File: src/rtl/branch_flush_ctrl.sv
// Redirect/flush sequencer: steers the PC to a taken-branch target and squashes the
// wrong-path instructions for FLUSH_DEPTH advancing cycles, freezing while the pipeline stalls.
module branch_flush_ctrl #(
    parameter int unsigned ADDR_W      = 32,
    parameter int unsigned FLUSH_DEPTH = 3,
    parameter int unsigned CNT_W       = 16
) (
    input  logic              clk,
    input  logic              rst_n,
    input  logic              redirect_req,
    input  logic [ADDR_W-1:0] redirect_target,
    input  logic              stall_in,
    output logic              pc_sel,
    output logic [ADDR_W-1:0] pc_target,
    output logic              squash_ifid,
    output logic              squash_idex,
    output logic              kill_wr,
    output logic              busy,
    output logic              misalign_err,
    output logic [CNT_W-1:0]  redirect_cnt
);

    localparam logic [3:0] DepthInit = 4'(FLUSH_DEPTH);

    typedef enum logic [1:0] {
        StIdle,
        StRedir,
        StDrain
    } state_e;

    state_e             state_q, state_d;
    logic [3:0]         cnt_q, cnt_d;
    logic               accept;

    logic               pc_sel_q, pc_sel_d;
    logic               squash_q, squash_d;
    logic               misalign_q, misalign_d;
    logic [ADDR_W-1:0]  pc_target_q, pc_target_d;
    logic [CNT_W-1:0]   redirect_cnt_q, redirect_cnt_d;

    // State, squash counter and all registered outputs.
    always_ff @(posedge clk or negedge rst_n) begin
        if (!rst_n) begin
            state_q        <= StIdle;
            cnt_q          <= '0;
            pc_sel_q       <= 1'b0;
            squash_q       <= 1'b0;
            misalign_q     <= 1'b0;
            pc_target_q    <= '0;
            redirect_cnt_q <= '0;
        end else begin
            state_q        <= state_d;
            cnt_q          <= cnt_d;
            pc_sel_q       <= pc_sel_d;
            squash_q       <= squash_d;
            misalign_q     <= misalign_d;
            pc_target_q    <= pc_target_d;
            redirect_cnt_q <= redirect_cnt_d;
        end
    end

    // Requests while busy come from squashed wrong-path instructions and are dropped.
    always_comb begin
        state_d = state_q;
        cnt_d   = cnt_q;
        accept  = 1'b0;
        unique case (state_q)
            StIdle: begin
                if (redirect_req) begin
                    accept  = 1'b1;
                    cnt_d   = DepthInit;
                    state_d = StRedir;
                end
            end
            StRedir, StDrain: begin
                if (!stall_in) begin
                    cnt_d   = cnt_q - 4'd1;
                    state_d = (cnt_d == 4'd0) ? StIdle : StDrain;
                end
            end
            default: begin
                state_d = StIdle;
                cnt_d   = '0;
            end
        endcase
    end

    // Outputs are computed from the next state so they register alongside it.
    always_comb begin
        pc_sel_d       = (state_d == StRedir);
        squash_d       = (state_d != StIdle);
        misalign_d     = accept && (redirect_target[1:0] != 2'b00);
        pc_target_d    = accept ? redirect_target : pc_target_q;
        redirect_cnt_d = redirect_cnt_q;
        if (accept && (redirect_cnt_q != {CNT_W{1'b1}})) begin
            redirect_cnt_d = redirect_cnt_q + 1'b1;
        end
    end

    assign pc_sel       = pc_sel_q;
    assign pc_target    = pc_target_q;
    assign squash_ifid  = squash_q;
    assign squash_idex  = squash_q;
    assign kill_wr      = squash_q;
    assign busy         = squash_q;
    assign misalign_err = misalign_q;
    assign redirect_cnt = redirect_cnt_q;

endmodule
File: config.mk
export PLATFORM = sky130hd
export DESIGN_NAME = branch_flush_ctrl
export DESIGN_NICKNAME = d
export VERILOG_FILES = /design/src/rtl/branch_flush_ctrl.sv
export SDC_FILE = /design/constraint.sdc
export NUM_CORES = 1
export LEC_CHECK = 0
export BUFFER_PORTS_ARGS = -buffer_cell sky130_fd_sc_hd__buf_2
export CAP_MARGIN = 20
export CORE_ASPECT_RATIO = 1.5
export CORE_UTILIZATION = 40
export DETAILED_ROUTE_END_ITERATION = 10
export PLACE_DENSITY = 0.65
export REMOVE_ABC_BUFFERS = 1
export SETUP_SLACK_MARGIN = 0.4
export SLEW_MARGIN = 40
export SYNTH_ARGS = -nofsm -noshare
export SYNTH_HDL_FRONTEND = slang
export SYNTH_SLANG_ARGS = --single-unit
File: constraint.sdc
create_clock -name clk -period 1.7 [get_ports clk]
set_input_delay 0.255 -clock clk [delete_from_list [all_inputs] [get_ports clk]]
set_output_delay 0.255 -clock clk [all_outputs]
set_load 0.02 [all_outputs]
After elaboration in Yosys (flattened, before gate mapping)
Cells that the tools add are included.
{"block": "word_totals", "rom_bits": 0, "ram_bits": 0, "inputBits": 36, "latch_bits": 0, "n_memories": 0, "word_cells": 32, "ff_bits": 57, "out_inout_bits": 54}
{"block": "op_classes", "shift": 0, "n_mul": 0, "order_cmp": 0, "n_eq_ne": 6, "n_reduce_logical": 8, "bitwise": 0, "div": 0, "add_sub_neg": 2, "muxes": 9}
{"op": "$add 16x1->16 const B", "n": 1}
{"op": "$ne 16x16->1 const B", "n": 1}
{"op": "$mux 4", "n": 2}
{"op": "$pmux 4 s2", "n": 1}
{"op": "$mux 2", "n": 3}
{"op": "$eq 2x1->1 const B", "n": 2}
{"op": "$logic_not 4->1", "n": 1}
{"op": "$ne 2x2->1 const B", "n": 2}
{"op": "$pmux 2 s2", "n": 1}
{"op": "$reduce_bool 2->1", "n": 2}
{"op": "$sub 4x1->4 const B", "n": 1}
{"op": "$eq 2x2->1 const B", "n": 1}
{"op": "$logic_and 1x1->1", "n": 2}
{"op": "$logic_not 2->1", "n": 1}
{"op": "$mux 1", "n": 2}
{"op": "$reduce_and 2->1", "n": 1}
{"op": "$reduce_or 2->1", "n": 1}

Logic depth before layout (Yosys ltp)
{"block": "depth", "depth_word": 6, "mapped_depth": 7}

Least setup slack after synthesis
Ideal clock, no wire load.
{"block": "synth_timing", "path_type": "register -> register", "startpoint": "register redirect_cnt_q[0], in the netlist redirect_cnt[0]", "endpoint": "register redirect_cnt_q[1], in the netlist redirect_cnt[1]", "t_arrival_ns": 1.591, "synth_period_minus_slack_ns": 1.716, "path_slack_ns": -0.016, "n_path_buf": 0, "stages_incl_launch_ff": 6, "path_cell_list": "dfrtp_1 -> ha_1 -> and4_4 -> nand4_4 -> and2_4 -> mux2_4"}
{"block": "synth_between", "elab_chain_cells": 2}
{"item": "start: declaration", "line_no": "39", "text": "logic [CNT_W-1:0] redirect_cnt_q, redirect_cnt_d;"}
{"item": "start signal: assignment", "line_no": "58", "text": "redirect_cnt_q <= redirect_cnt_d;"}
{"item": "parallel branches: the longest is 2 deep, another holds $add 16x1->16"}
Parallel ways; which one is timed is not known.
A chain may end at the register's enable or synchronous reset.

Worst setup path in the final report
{"block": "layout_timing", "startpoint": "register redirect_cnt_q[1], in the netlist redirect_cnt[1]", "endpoint": "register redirect_cnt_q[1], in the netlist redirect_cnt[1]"}
The elaborated chain is that of the path after synthesis.

==> run_results.csv <==
group,metric,value,unit
run_status,status,"complete, no violations",
global_route,antenna_found_initial,0,
global_route,overflow,0,
placement,dpl.cell_count,425,
timing,max_freq,647,MHz
drt,via_per_inst,4.98,
global_route,grt_pass1_wl,9800,um
die,die_area,0.00681,mm^2
power,power_density,1860,mW/mm^2
setup_path,critPathLaunchType,"flop",
synth,yosys.area.top_type_share,0.550,
synth,yosysWarnings,0,
drt,ant_nets,0,
power,p_int,4120,uW
placement,placed_cell_area,0.00314,mm^2
power,power.switching,2930,uW
synth,synthTopCellsByArea,"dfrtp_1 55%, nand2_1 15%, xnor2_1 2.7%",
setup_path,path_class,"reg2reg",
placement,dp_slack,52.3,ps
power,p_leak,0.00197,uW
finish,final_area,0.00379,mm^2
timing,slew_headroom,0.795,
setup_path,critical_path_required,1900,ps
drt,finalWirelength,6740,um
synth,netlist_area,0.00259,mm^2
power,seq_power_share,0.322,
finish,antennaDiodeCount,0,
power,comb_power_share,0.532,
synth,synth_edf_count,0,
timing,hold_violations,0,
setup_path,crit_fanout,3,
synth,synth.most_common_cell,"nand2_1",
power,ir_drop,949,uV
min_path,hold_class,"in2reg",
synth,synthCells,265,
timing,worstMarginPinSlew,307,ps
clock_network,cts_num_sinks,57,
clock_network,htree_levels,3,
clock_network,ctsLongestPathBuffers,2,
die,start_util,0.417,
die,core-area,0.00622,mm^2
timing,drv_slew,0,
synth,async_flop_share,1.00,
drt,drc_errors,0,
power,p_clk_frac,0.146,
drt,drt_iter0_markers,143,
clock_network,root_buffer,"clkbuf_8",
setup_path,path_cells,"ha_2 > and4_4 > nand4_4 > and2_4 > mux2_4",
setup_path,end_kind,"flop",
finish,fin_nets,424,
timing,finalWorstSetupSlack,154,ps
finish,final_cells,459,
die,die_x,67.7,um
die,rows,35,
synth,synth_ff_type,"dfrtp_1",
synth,syn_area_per_cell,9.78,um^2
timing,skew,6.31,ps
clock_network,cts_tree,"done",
power,swShare,0.416,
die,pin_count,90,
finish,fillers,533,
synth,synth_top_area_cell,"dfrtp_1",
timing,rsz0062_at_grt,"yes",
global_route,grt_max_degree,58,
synth,synth_common_cells,"107 x nand2_1, 57 x dfrtp_1, 8 x nand3_1, 8 x xnor2_1, 7 x inv_1",
die,die_h,101,um
placement,place_congestion,0.840,
power,finalPower,7050,uW
finish,drive_gt1_frac,0.475,
finish,synthToLayoutAreaGrowth,46.0,%
timing,post-route-min-period,1550,ps
timing,fin_crit_sh,0.909,
synth,ys_seq_area_frac,0.550,
drt,dr.pass1.iters,4,
timing,setup_viol,0,
placement,hpwl,4260,um
clock_network,clk_pin_slew,60,ps
setup_path,crit_path_top_delay_cell,"dfrtp_1",
setup_path,max_stage_delay,380,ps
global_route,grt_pass1_vias,2076,
setup_path,cp.arrival,1750,ps
synth,synth_seq_cells,57,
drt,detail_route.wl_per_cell,14.7,um
flow_run,maxCapViolCount,0,
placement,place.port_buffers,89,
clock_network,numCtsBuffers,9,
drt,vias,2284,
synth,synth_cell_types,43,
clock_network,insertion_delay,320,ps
global_route,grt.total_usage,0.196,
timing,finalSetupTns,0,ps
[layout make-up]
cell class / instances / area, um^2 / share of cell area
clock buffer: 12 / 145 / 0.0383
clock inverter: 1 / 5.00 / 0.00132
sequential: 57 / 1430 / 0.377
tap: 74 / 92.6 / 0.0245
timing repair buffer: 117 / 781 / 0.206
multi-input combinational: 191 / 1310 / 0.346
inverter: 7 / 26.3 / 0.00694
[routing by layer]
layer | GRT usage | up-vias | routed length [um]
met5 | 0 | - | 0
met4 | 0.0851 | 0 | 60
met2 | 0.318 | 65 | 3710
met1 | 0.232 | 1111 | 2700
li1 | - | 1102 | -
met3 | 0.0611 | 6 | 270
[cells by family after synthesis]
| group | synth area share |
|---|---|
| DFF | 0.550 |
| adders and majority gates | 0.0241 |
| buffers and inverters | 0.0309 |
| AOI/OAI and AO/OA | 0.0540 |
| xor gates and xnor gates | 0.0439 |
| muxes | 0.0101 |
| and+or+nand+nor | 0.287 |
[what timing repair did]
item	CTS	global route
pin swaps	14	36
resized for setup	34	40
hold buffers	1	0
hold endpoints to repair	57	0
setup buffers	13	4
cloned	0	3
setup endpoints to repair	57	56
[cell usage in the layout, fill, tap and decap left out, types with 4 or more instances in the layout]
cell       n
nand2_1   92
buf_2     87
dfrtp_1   57
buf_4     14
nand2_2   11
clkbuf_8  10
nand3_1    8
buf_6      8
xnor2_1    7
inv_1      5
nor2_1     5
xor2_1     5
nand4_1    4
nand2_4    4
[stage by stage]
stage | hold WS, ps | util
after global placement | 284 | 0.505
final | 119 | 0.609
after CTS | 105 | 0.567
after global routing | 105 | 0.609
after detailed placement | 282 | 0.505
after floorplan | -40.6 | -
[power groups by stage]
stage | registers (uW) | clock network, uW | logic (uW)
floorplan | 2850 | 0 | 1080
CTS | 2220 | 1050 | 3170
global placement | 2250 | 0 | 2630
finish | 2270 | 1030 | 3750
detailed placement | 2270 | 0 | 2650
global route | 2330 | 1120 | 4050
[sequential cells by signal, indices dropped and copies added (netlist names)]
register	cells
misalign_err	1
pc_target	32
state_q	2
busy	1
redirect_cnt	16
cnt_q	4
pc_sel	1
[worst paths after layout]
path / from / end / slack [ps] / depth (start not counted)
worst min register to register: pc_target[9] / pc_target[9] / 470 / 2
worst max register to register: redirect_cnt[1] / redirect_cnt[1] / 150 / 5
worst min-delay path: redirect_target[30] / pc_target[30] / 120 / 3
min in group asynchronous: rst_n / pc_target[18] / 450 / 3
worst max-delay path: redirect_cnt[1] / redirect_cnt[1] / 150 / 5
max in group asynchronous: rst_n / pc_target[22] / 990 / 3
[worst max-delay path: cells and delay by family (launching register included)]
family | cells | cell delay [ps]
muxes | 1 | 290
DFF | 1 | 380
and+or+nand+nor | 3 | 560
adders and majority gates | 1 | 200
(Power assumes the default switching activity.)
